<file path="config.mk">
export PLATFORM = sky130hd
export DESIGN_NAME = rv_iopmp_check_requester
export DESIGN_NICKNAME = d
export VERILOG_FILES = /design/src/rtl/rv_iopmp_pkg.sv /design/src/rtl/rv_iopmp_check_requester.sv
export SDC_FILE = /design/constraint.sdc
export NUM_CORES = 1
export LEC_CHECK = 0
export ABC_AREA = 0
export BUFFER_PORTS_ARGS = -buffer_cell sky130_fd_sc_hd__buf_2
export CORE_AREA = 2 2 111 113
export CTS_CLUSTER_SIZE = 30
export DETAILED_ROUTE_END_ITERATION = 10
export DIE_AREA = 0 0 113 115
export PLACE_DENSITY = 0.71
export SLEW_MARGIN = 40
export SYNTH_ARGS = -nofsm -noshare
export SYNTH_HDL_FRONTEND = slang
export SYNTH_SLANG_ARGS = --single-unit
</file>
<file path="constraint.sdc">
create_clock -name clk_i -period 5.6 [get_ports clk_i]
set_clock_uncertainty 0.2 [all_clocks]
set_input_delay 1.68 -clock clk_i [delete_from_list [all_inputs] [get_ports clk_i]]
set_output_delay 1.68 -clock clk_i [all_outputs]
set_load 0.1 [all_outputs]
</file>
<file path="src/rtl/rv_iopmp_pkg.sv">
// ============================================================================
// Module      : rv_iopmp_pkg
// Description : Shared IOPMP types (access type encoding).
// Revision    : 1.0 - initial release
// ============================================================================
`default_nettype none

package rv_iopmp_pkg;

    typedef enum logic [1:0] {
        ACCESS_NONE  = 2'd0,
        ACCESS_READ  = 2'd1,
        ACCESS_WRITE = 2'd2,
        ACCESS_EXEC  = 2'd3
    } access_t;

endpackage

`default_nettype wire

</file>
<file path="src/rtl/rv_iopmp_check_requester.sv">
// ============================================================================
// Module      : rv_iopmp_check_requester
// Description : Sequences one IOPMP permission check per request: validates
//               the request, issues it to the checker, waits (with timeout)
//               for the verdict and holds the response until consumed.
// Revision    : 1.0 - initial release
// ============================================================================
`default_nettype none

module rv_iopmp_check_requester
    import rv_iopmp_pkg::*;
#(
    parameter int unsigned ADDR_WIDTH     = 64,
    parameter int unsigned DATA_WIDTH     = 64,
    parameter int unsigned SID_WIDTH      = 8,
    parameter int unsigned TIMEOUT_CYCLES = 64,
    // Value at which the deny counter stops counting.
    parameter logic [15:0] DENY_SAT       = 16'hFFFF
) (
    input  logic                            clk_i,
    input  logic                            rst_i,

    input  logic                            req_valid_i,
    output logic                            req_ready_o,
    input  logic [ADDR_WIDTH-1:0]           req_addr_i,
    input  logic [$clog2(DATA_WIDTH/8):0]   req_num_bytes_i,
    input  logic [SID_WIDTH-1:0]            req_sid_i,
    input  access_t                         req_access_i,

    output logic                            rsp_valid_o,
    input  logic                            rsp_ready_i,
    output logic                            rsp_allow_o,
    output logic                            rsp_timeout_o,

    output logic                            chk_transaction_en_o,
    output logic [ADDR_WIDTH-1:0]           chk_addr_o,
    output logic [$clog2(DATA_WIDTH/8):0]   chk_num_bytes_o,
    output logic [SID_WIDTH-1:0]            chk_sid_o,
    output access_t                         chk_access_type_o,
    input  logic                            chk_ready_i,
    input  logic                            chk_valid_i,
    input  logic                            chk_allow_i,

    output logic                            busy_o,
    output logic [15:0]                     deny_count_o
);

    localparam int NBW = $clog2(DATA_WIDTH/8) + 1;
    localparam int CW  = $clog2(TIMEOUT_CYCLES + 1);

    localparam logic [NBW-1:0] c_NB_MAX  = NBW'(DATA_WIDTH/8);
    localparam logic [CW-1:0]  c_TIMEOUT = CW'(TIMEOUT_CYCLES);

    localparam logic [1:0] c_IDLE  = 2'd0;
    localparam logic [1:0] c_ISSUE = 2'd1;
    localparam logic [1:0] c_WAIT  = 2'd2;
    localparam logic [1:0] c_RESP  = 2'd3;

    logic [1:0]            r_state;
    logic [ADDR_WIDTH-1:0] r_addr;
    logic [NBW-1:0]        r_num_bytes;
    logic [SID_WIDTH-1:0]  r_sid;
    access_t               r_access;
    logic                  r_allow;
    logic                  r_timeout;
    logic [CW-1:0]         r_wait_cnt;
    logic [15:0]           r_deny_count;

    logic                  w_reject;
    logic [CW-1:0]         w_wait_cnt_next;
    logic                  w_valid_ok;
    logic                  w_expired;

    assign w_reject = (req_num_bytes_i == '0) || (req_num_bytes_i > c_NB_MAX) ||
                      (req_access_i == ACCESS_NONE);

    // The first WAIT cycle (counter still 0) may carry a stale checker valid.
    assign w_wait_cnt_next = r_wait_cnt + CW'(1);
    assign w_valid_ok      = chk_valid_i && (r_wait_cnt != '0);
    assign w_expired       = (w_wait_cnt_next == c_TIMEOUT);

    always_ff @(posedge clk_i or posedge rst_i) begin
        if (rst_i) begin
            r_state      <= c_IDLE;
            r_addr       <= '0;
            r_num_bytes  <= '0;
            r_sid        <= '0;
            r_access     <= ACCESS_NONE;
            r_allow      <= 1'b0;
            r_timeout    <= 1'b0;
            r_wait_cnt   <= '0;
            r_deny_count <= '0;
        end else begin
            case (r_state)
                c_IDLE: begin
                    if (req_valid_i) begin
                        r_addr      <= req_addr_i;
                        r_num_bytes <= req_num_bytes_i;
                        r_sid       <= req_sid_i;
                        r_access    <= req_access_i;
                        r_allow     <= 1'b0;
                        r_timeout   <= 1'b0;
                        r_state     <= w_reject ? c_RESP : c_ISSUE;
                    end
                end
                c_ISSUE: begin
                    if (chk_ready_i) begin
                        r_wait_cnt <= '0;
                        r_state    <= c_WAIT;
                    end
                end
                c_WAIT: begin
                    r_wait_cnt <= w_wait_cnt_next;
                    // A valid verdict takes priority over an expiring timeout.
                    if (w_valid_ok) begin
                        r_allow   <= chk_allow_i;
                        r_timeout <= 1'b0;
                        r_state   <= c_RESP;
                    end else if (w_expired) begin
                        r_allow   <= 1'b0;
                        r_timeout <= 1'b1;
                        r_state   <= c_RESP;
                    end
                end
                c_RESP: begin
                    if (rsp_ready_i) begin
                        if (!r_allow && (r_deny_count != DENY_SAT)) begin
                            r_deny_count <= r_deny_count + 16'd1;
                        end
                        r_addr      <= '0;
                        r_num_bytes <= '0;
                        r_sid       <= '0;
                        r_access    <= ACCESS_NONE;
                        r_allow     <= 1'b0;
                        r_timeout   <= 1'b0;
                        r_state     <= c_IDLE;
                    end
                end
                default: r_state <= c_IDLE;
            endcase
        end
    end

    assign req_ready_o          = (r_state == c_IDLE);
    assign busy_o               = (r_state != c_IDLE);
    assign rsp_valid_o          = (r_state == c_RESP);
    assign rsp_allow_o          = r_allow;
    assign rsp_timeout_o        = r_timeout;
    assign chk_transaction_en_o = (r_state == c_ISSUE) && chk_ready_i;
    assign chk_addr_o           = r_addr;
    assign chk_num_bytes_o      = r_num_bytes;
    assign chk_sid_o            = r_sid;
    assign chk_access_type_o    = r_access;
    assign deny_count_o         = r_deny_count;

endmodule

`default_nettype wire

</file>
==> metrics.cfg, run 1 <==
[outcome]
outcome=complete, but fails checks
violations=design-rule violations

[timing]
max_freq_mhz=239
tightest_slew_ps=686
final-setup-viol-count=0
final_hold_viol_count=0
setup_tns_ps=0
relSlewSlack=0.542
fin_crit_ps=4190
rsz0062_at_grt=no
period_share=0.747
slew_viol_final=0

[floorplanning]
fp-row-count=40
die-area_um2=13000
die_h_um=115
initial_core_util=0.388
coreArea_um2=11800
die_w_um=113
num_io_pins=185

[cts]
ctsResizeCount=0
cts.clk_slew.worst_paths_ps=70
clockBufferDepth=2
h-tree-depth=3
cts_tree=built
hold_buffers=0
cts_buffers=9
clockRootBuffer=clkbuf_16
worstSkewPairLatency_ps=340
post_cts_buffers=0
numClockSinks=105

[synthesis]
ys_seq_area_frac=0.573
ys_async_sr_fraction=1.00
synth_cells=495
synth-edff-count=0
synth_fp_nets=587
postSynthAreaPerCell_um2=9.26
syn_area_um2=4590
synth_cell_types=48
synth-main-ff-cell=dfrtp_1
ys_warn_count=0
ys_ff_latch=105

[critical_path]
cp_data_required_time_ps=3720
path_cells=buf_2, and2_1, buf_2
crit_type=in2out
critPathMostFrequentCell=buf_2
slowest_delay_ps=420
startpoint_type=primary input
cp.arrival_ps=2310
cp_slowest_cell=buf_2
endpoint_kind=output pin
path_max_fanout=3

[finish]
multiInputGateArea_um2=1790
area.growth.synth_to_final_pct=29.5
register_area_um2=2630
final_nets=758
fill_cells=1127
drive_above_1_share=0.328
diodes=0

[global_routing]
overflow=0
grt_max_degree=74
antenna_found_initial=0
grt_pass1_wl_mm=18.0
grt_pass1_vias=3749
gr-usage-all-layers=0.171

[job]
max-cap-violations=0

[routing]
wirelength_mm=11.1
drt_first_iter_violations=230
ant_nets=0
vias_per_cell=4.85
num_vias=3965
firstDrtPassIters=7
avgRoutedWirePerCell_um=13.6
drc=13

[place]
io_buffers=184
hpwl_mm=8.15
place.gp.congestion=0.843

[hold_path]
min_path_type=reg2reg

## stage by stage
stage | worst slack [ps] | util | std cells | hold slack (ps) | area, um2
after floorplan | 959 | - | 495 | 326 | 4590
after global placement | 1420 | 0.474 | 801 | 258 | 5600
after detailed placement | 1410 | 0.476 | 802 | 265 | 5620
after CTS | 1410 | 0.503 | 818 | 280 | 5940
after global routing | 1390 | 0.503 | 818 | 300 | 5940
final | 1410 | 0.503 | 818 | 276 | 5940
## final cells by class
class	count	share of cell area
clock buffer	12	0.0449
clock inverter	4	0.00843
inverter	11	0.00737
multi-input combinational	349	0.301
sequential	105	0.442
tap	147	0.0310
timing repair buffer	190	0.165
## cells in the final DEF, fill, tap and decap left out, types with 3 or more instances in the layout
| cell type | instances |
|---|---|
| buf_2 | 184 |
| nand2_1 | 169 |
| dfrtp_1 | 105 |
| o21ai_0 | 84 |
| nand3_1 | 10 |
| inv_1 | 9 |
| clkbuf_16 | 9 |
| nor2_1 | 8 |
| ha_1 | 7 |
| nand4_1 | 6 |
| xnor2_1 | 6 |
| nor3_1 | 6 |
| buf_4 | 5 |
| xor2_1 | 4 |
| a22o_1 | 4 |
| and3_1 | 3 |
| a31oi_1 | 3 |
| a21oi_1 | 3 |
| clkbuf_8 | 3 |
## routing by layer
metal / up-vias / GRT usage / wire length (um)
li1: 1987 / - / -
met3: 14 / 0.0517 / 889
met5: - / 0 / 0
met1: 1827 / 0.224 / 4920
met2: 137 / 0.276 / 5200
met4: 0 / 0.0537 / 131
## flip-flops by register name, summed over array words and instances, names as in the netlist
name	flops
chk_num_bytes_o	4
deny_count_o	16
r_state	2
chk_addr_o	64
rsp_allow_o	1
chk_access_type_o	2
chk_sid_o	8
r_wait_cnt	7
rsp_timeout_o	1
## Yosys cell counts, types with 2 or more instances
| library cell | instances | area (um2) |
|---|---|---|
| nand2_1 | 169 | 634 |
| dfrtp_1 | 105 | 2630 |
| o21ai_0 | 84 | 420 |
| clkbuf_1 | 18 | 67.6 |
| buf_2 | 10 | 50.1 |
| inv_1 | 10 | 37.5 |
| nand3_1 | 10 | 50.1 |
| nor2_1 | 8 | 30.0 |
| ha_1 | 7 | 87.6 |
| nand4_1 | 6 | 37.5 |
| nor3_1 | 6 | 30.0 |
| xnor2_1 | 6 | 52.6 |
| a22o_1 | 4 | 35.0 |
| xor2_1 | 4 | 35.0 |
| a21oi_1 | 3 | 15.0 |
| a31oi_1 | 3 | 18.8 |
| and3_1 | 3 | 18.8 |
| a21o_1 | 2 | 15.0 |
| and2_1 | 2 | 12.5 |
| mux2_2 | 2 | 22.5 |
| mux2i_1 | 2 | 20.0 |
| nand2b_1 | 2 | 12.5 |
| o211ai_1 | 2 | 15.0 |
| o21ai_1 | 2 | 10.0 |
| or4_1 | 2 | 15.0 |
## worst paths after layout
| check | startpoint | endpoint | slack, ps | cells past startpoint |
|---|---|---|---|---|
| max | chk_ready_i | chk_transaction_en_o | 1410 | 3 |
| min | chk_addr_o[56]$_DFFE_PP0P_ | chk_addr_o[56]$_DFFE_PP0P_ | 280 | 2 |
| max reg2reg | r_state[0]$_DFFE_PP0P_ | chk_addr_o[4]$_DFFE_PP0P_ | 2370 | 8 |
| min reg2reg | chk_addr_o[56]$_DFFE_PP0P_ | chk_addr_o[56]$_DFFE_PP0P_ | 280 | 2 |
| max in group asynchronous | rst_i | chk_addr_o[16]$_DFFE_PP0P_ | 3090 | 3 |
| min in group asynchronous | rst_i | deny_count_o[15]$_DFFE_PP0P_ | 1260 | 2 |
## cells by family after synthesis
logic type	count (synthesis)	synth area share
multiplexers	4	0.00928
buffers and inverters	41	0.0387
adder cells (fa/ha/maj)	7	0.0191
AND/OR/NAND/NOR	213	0.192
AO/OA/AOI/OAI	115	0.148
flip-flops	105	0.573
XOR/XNOR	10	0.0191
## critical path, delay by kind of cell
kind	cells	cell delay, ps
buffers and inverters	2	510
and+or+nand+nor	1	110
Power of run 1 is not shown: default switching activity piles up to over one toggle a cycle in this logic, so the estimate is an artifact.
==> run 2: changes to the inputs <==
- clock period: 5.6 -> 3.93 ns (I/O delays scaled with it)
==> metrics.cfg, run 2 (same netlist as run 1, synthesis figures left out) <==
[cts]
hold_buffers=0  ; unchanged
ctsResizeCount=0  ; unchanged
clockBufferDepth=2  ; unchanged
cts_buffers=9  ; unchanged
cts.clk_slew.worst_paths_ps=60  ; was 70 ps
post_cts_buffers=0  ; unchanged
worstSkewPairLatency_ps=340  ; about the same
clockRootBuffer=clkbuf_16  ; unchanged
cts_tree=built  ; unchanged
numClockSinks=105  ; unchanged
h-tree-depth=3  ; unchanged

[routing]
drt_first_iter_violations=228  ; was 230
firstDrtPassIters=9  ; was 7
avgRoutedWirePerCell_um=13.3  ; was 13.6 um
ant_nets=0  ; unchanged
num_vias=4008  ; was 3965
drc=13  ; unchanged
wirelength_mm=10.9  ; was 11.1 mm
vias_per_cell=4.90  ; was 4.85

[place]
place.gp.congestion=0.825  ; was 0.843
io_buffers=184  ; unchanged
place_area_um2=5630  ; was 5620 um2
hpwl_mm=7.83  ; was 8.15 mm
dp.cells=801  ; was 802

[finish]
diodes=0  ; unchanged
mostFrequentLayoutCells=184 x buf_2, 169 x nand2_1, 105 x dfrtp_1  ; unchanged
final_nets=758  ; unchanged
area.growth.synth_to_final_pct=30.5  ; was 29.5%
finalInstanceArea_um2=5980  ; was 5940 um2
fill_cells=1121  ; was 1127
drive_above_1_share=0.325  ; was 0.328
final_cells=818  ; unchanged
final_common_cell=buf_2  ; unchanged
largest_reg_flops=64  ; unchanged

[floorplanning]
num_io_pins=185  ; unchanged
coreArea_um2=11800  ; unchanged
initial_core_util=0.388  ; unchanged
die-area_um2=13000  ; unchanged
fp-row-count=40  ; unchanged
die_w_um=113  ; unchanged
die_h_um=115  ; unchanged

[timing]
tightest_slew_ps=597  ; was 686 ps
period_share=0.808
slew_viol_final=0  ; unchanged
setup_tns_ps=0  ; unchanged
max_freq_mhz=315
final-setup-viol-count=0  ; unchanged
relSlewSlack=0.600  ; was 0.542
final_hold_viol_count=0  ; unchanged
whs_ps=272  ; was 276 ps
fin_crit_ps=3180
rsz0062_at_grt=no  ; unchanged

[critical_path]
cp_data_required_time_ps=2550  ; was 3720 ps
slowest_delay_ps=410  ; was 420 ps
crit_type=in2out  ; unchanged
path_cells=buf_2, and2_1, buf_2  ; unchanged
startpoint_type=primary input  ; unchanged
endpoint_kind=output pin  ; unchanged
cp.arrival_ps=1800  ; was 2310 ps
path_max_fanout=3  ; unchanged
critPathMostFrequentCell=buf_2  ; unchanged
cp_slowest_cell=buf_2  ; unchanged

[hold_path]
min_path_type=reg2reg  ; unchanged

[global_routing]
grt_pass1_vias=3837  ; was 3749
gr-usage-all-layers=0.169  ; was 0.171
overflow=0  ; unchanged
grt_max_degree=85  ; was 74
antenna_found_initial=0  ; unchanged
grt_pass1_wl_mm=17.8  ; was 18.0 mm

[job]
max-cap-violations=0  ; unchanged

[outcome]
violations=design-rule violations  ; unchanged
outcome=complete, but fails checks  ; unchanged

## run 2: changes by cell type in the layout (fill, tap and decap cells not counted)
cell	previous run	this run
clkbuf_1	0	2
buf_4	5	3
clkinv_4	0	1
inv_4	1	0
clkinvlp_4	2	1
bufinv_16	1	3
buf_12	1	3
clkbuf_8	3	0
## run 2: layout make-up
class / count / area, um2 / share of cell area
Clock buffer: 11 / 233 / 0.0389
Clock inverter: 5 / 104 / 0.0174
Inverter: 11 / 45.0 / 0.00753
Multi-Input combinational cell: 349 / 1790 / 0.299
Sequential cell: 105 / 2630 / 0.439
Tap cell: 147 / 184 / 0.0307
Timing Repair Buffer: 190 / 1000 / 0.168
## run 2: path summary, 6_finish.rpt
check                                               to  slack [ps]  depth (start not counted)                     start
max in group asynchronous   chk_addr_o[46]$_DFFE_PP0P_        2050                          3                     rst_i
min                           chk_sid_o[7]$_DFFE_PP0P_         270                          2  chk_sid_o[7]$_DFFE_PP0P_
min reg2reg                   chk_sid_o[7]$_DFFE_PP0P_         270                          2  chk_sid_o[7]$_DFFE_PP0P_
min in group asynchronous  deny_count_o[3]$_DFFE_PP0P_         680                          2                     rst_i
max reg2reg                 chk_addr_o[37]$_DFFE_PP0P_        1470                          7    r_state[1]$_DFFE_PP0P_
max                               chk_transaction_en_o         750                          3               chk_ready_i
## run 2: per-stage QoR
stage,util,worst slack (ps)
floorplan,-,355
global placement,0.476,748
detailed placement,0.476,753
CTS,0.505,753
global route,0.507,715
finish,0.507,755
## run 2: critical path: cells and delay by family
family,cells,cell delay (ps)
buffers and inverters,2,500
AND/OR/NAND/NOR,1,110
## run 2: per-layer routing
layer | GRT usage | part of all wire
met3 | 0.0416 | 0.071
met5 | 0 | 0
met2 | 0.276 | 0.48
met4 | 0.0650 | 0.015
met1 | 0.220 | 0.44
Power of run 2 is left out for the same reason.
==> run 3: changes to the inputs <==
- PLACE_DENSITY: 0.71 -> 0.73
- clock period: 3.93 -> 2.9 ns (I/O delays scaled with it)
==> metrics.cfg, run 3 (same netlist as run 1, synthesis figures left out) <==
[cts]
worstSkewPairLatency_ps=330  ; was 340 ps
cts_tree=built  ; unchanged
numClockSinks=105  ; unchanged
ctsResizeCount=0  ; unchanged
cts.clk_slew.worst_paths_ps=60  ; about the same
cts_buffers=9  ; unchanged
post_cts_buffers=0  ; unchanged
h-tree-depth=3  ; unchanged
clockRootBuffer=clkbuf_16  ; unchanged
clockBufferDepth=2  ; unchanged
hold_buffers=0  ; unchanged

[timing]
rsz0062_at_grt=no  ; unchanged
final_hold_viol_count=0  ; unchanged
tightest_slew_ps=566  ; was 597 ps
period_share=0.940
setup_tns_ps=0  ; unchanged
max_freq_mhz=367
finalWorstSetupSlack_ps=175  ; was 755 ps
relSlewSlack=0.620  ; was 0.600
slew_viol_final=0  ; unchanged
final-setup-viol-count=0  ; unchanged
fin_crit_ps=2720

[routing]
drc=13  ; unchanged
avgRoutedWirePerCell_um=13.5  ; was 13.3 um
ant_nets=0  ; unchanged
wirelength_mm=11.0  ; was 10.9 mm
drt_first_iter_violations=216  ; was 228
num_vias=3993  ; was 4008
vias_per_cell=4.89  ; was 4.90
firstDrtPassIters=8  ; was 9

[floorplanning]
initial_core_util=0.388  ; unchanged
die_h_um=115  ; unchanged
fp-row-count=40  ; unchanged
die_w_um=113  ; unchanged
coreArea_um2=11800  ; unchanged
num_io_pins=185  ; unchanged
die-area_um2=13000  ; unchanged

[critical_path]
startpoint_type=flip-flop  ; was primary input
cp_data_required_time_ps=1830  ; was 2550 ps
path_max_fanout=7  ; was 3
crit_type=reg2out  ; was in2out
endpoint_kind=output pin  ; unchanged
cp.arrival_ps=1650  ; was 1800 ps

[global_routing]
antenna_found_initial=0  ; unchanged
overflow=0  ; unchanged
grt_pass1_wl_mm=17.7  ; was 17.8 mm
grt_max_degree=109  ; was 85
grt_pass1_vias=3730  ; was 3837
gr-usage-all-layers=0.169  ; about the same

[outcome]
violations=design-rule violations  ; unchanged
outcome=complete, but fails checks  ; unchanged

[place]
io_buffers=184  ; unchanged
place.gp.congestion=0.817  ; was 0.825
hpwl_mm=7.94  ; was 7.83 mm
place_ws_ps=344  ; was 753 ps

[job]
max-cap-violations=0  ; unchanged

[finish]
final_nets=757  ; was 758
final_common_cell=buf_2  ; unchanged
diodes=0  ; unchanged
largest_reg_flops=64  ; unchanged
mostFrequentLayoutCells=183 x buf_2, 169 x nand2_1, 105 x dfrtp_1  ; was 184 x buf_2, 169 x nand2_1, 105 x dfrtp_1
drive_above_1_share=0.326  ; was 0.325
area.growth.synth_to_final_pct=28.9  ; was 30.5%

[hold_path]
min_path_type=reg2reg  ; unchanged

run 3: changes by cell type in the layout (fill, tap and decap cells not counted), sizes merged:
cell / change
clkinvlp: +2
buf: -2
bufinv: -3
inv: -1
clkbuf: +2
run 3: metrics by stage:
step / hold slack [ps] / instance area, um2 / util / std cells
3_3_place_gp: 257 / 5640 / 0.478 / 801
4_1_cts: 280 / 5910 / 0.500 / 816
6_report: 277 / 5910 / 0.500 / 816
3_5_place_dp: 265 / 5640 / 0.478 / 801
5_1_grt: 296 / 5910 / 0.500 / 816
2_1_floorplan: 326 / 4610 / - / 495
run 3: worst paths after layout:
kind	start	end	slack, ps	depth (start not counted)
worst max-delay path	r_state[1]$_DFFE_PP0P_	chk_transaction_en_o	180	4
worst min register to register	chk_addr_o[62]$_DFFE_PP0P_	chk_addr_o[62]$_DFFE_PP0P_	280	2
min in group asynchronous	rst_i	chk_addr_o[27]$_DFFE_PP0P_	510	3
max in group asynchronous	rst_i	chk_addr_o[6]$_DFFE_PP0P_	1600	3
worst max register to register	r_state[1]$_DFFE_PP0P_	chk_addr_o[18]$_DFFE_PP0P_	620	7
worst min-delay path	chk_addr_o[62]$_DFFE_PP0P_	chk_addr_o[62]$_DFFE_PP0P_	280	2
run 3: routing by layer:
metal | up-vias | wire length [um] | track usage
met1 | 1849 | 4800 | 0.219
met5 | - | 0 | 0
met2 | 131 | 5360 | 0.275
met3 | 16 | 667 | 0.0353
li1 | 1997 | - | -
met4 | 0 | 178 | 0.0748
run 3: layout make-up:
type	instances	area (um2)
Clock buffer	12	246
Clock inverter	3	17.5
Fill cell	1135	5900
Inverter	11	48.8
Multi-Input combinational cell	349	1800
Sequential cell	105	2630
Tap cell	147	184
Timing Repair Buffer	189	986
run 3: critical path: stages, from the launching register on:
cell	delay, ps
dfrtp_1	420
inv_1	140
ha_1	290
and2_1	150
clkbuf_4	320
Power of run 3 is left out for the same reason.
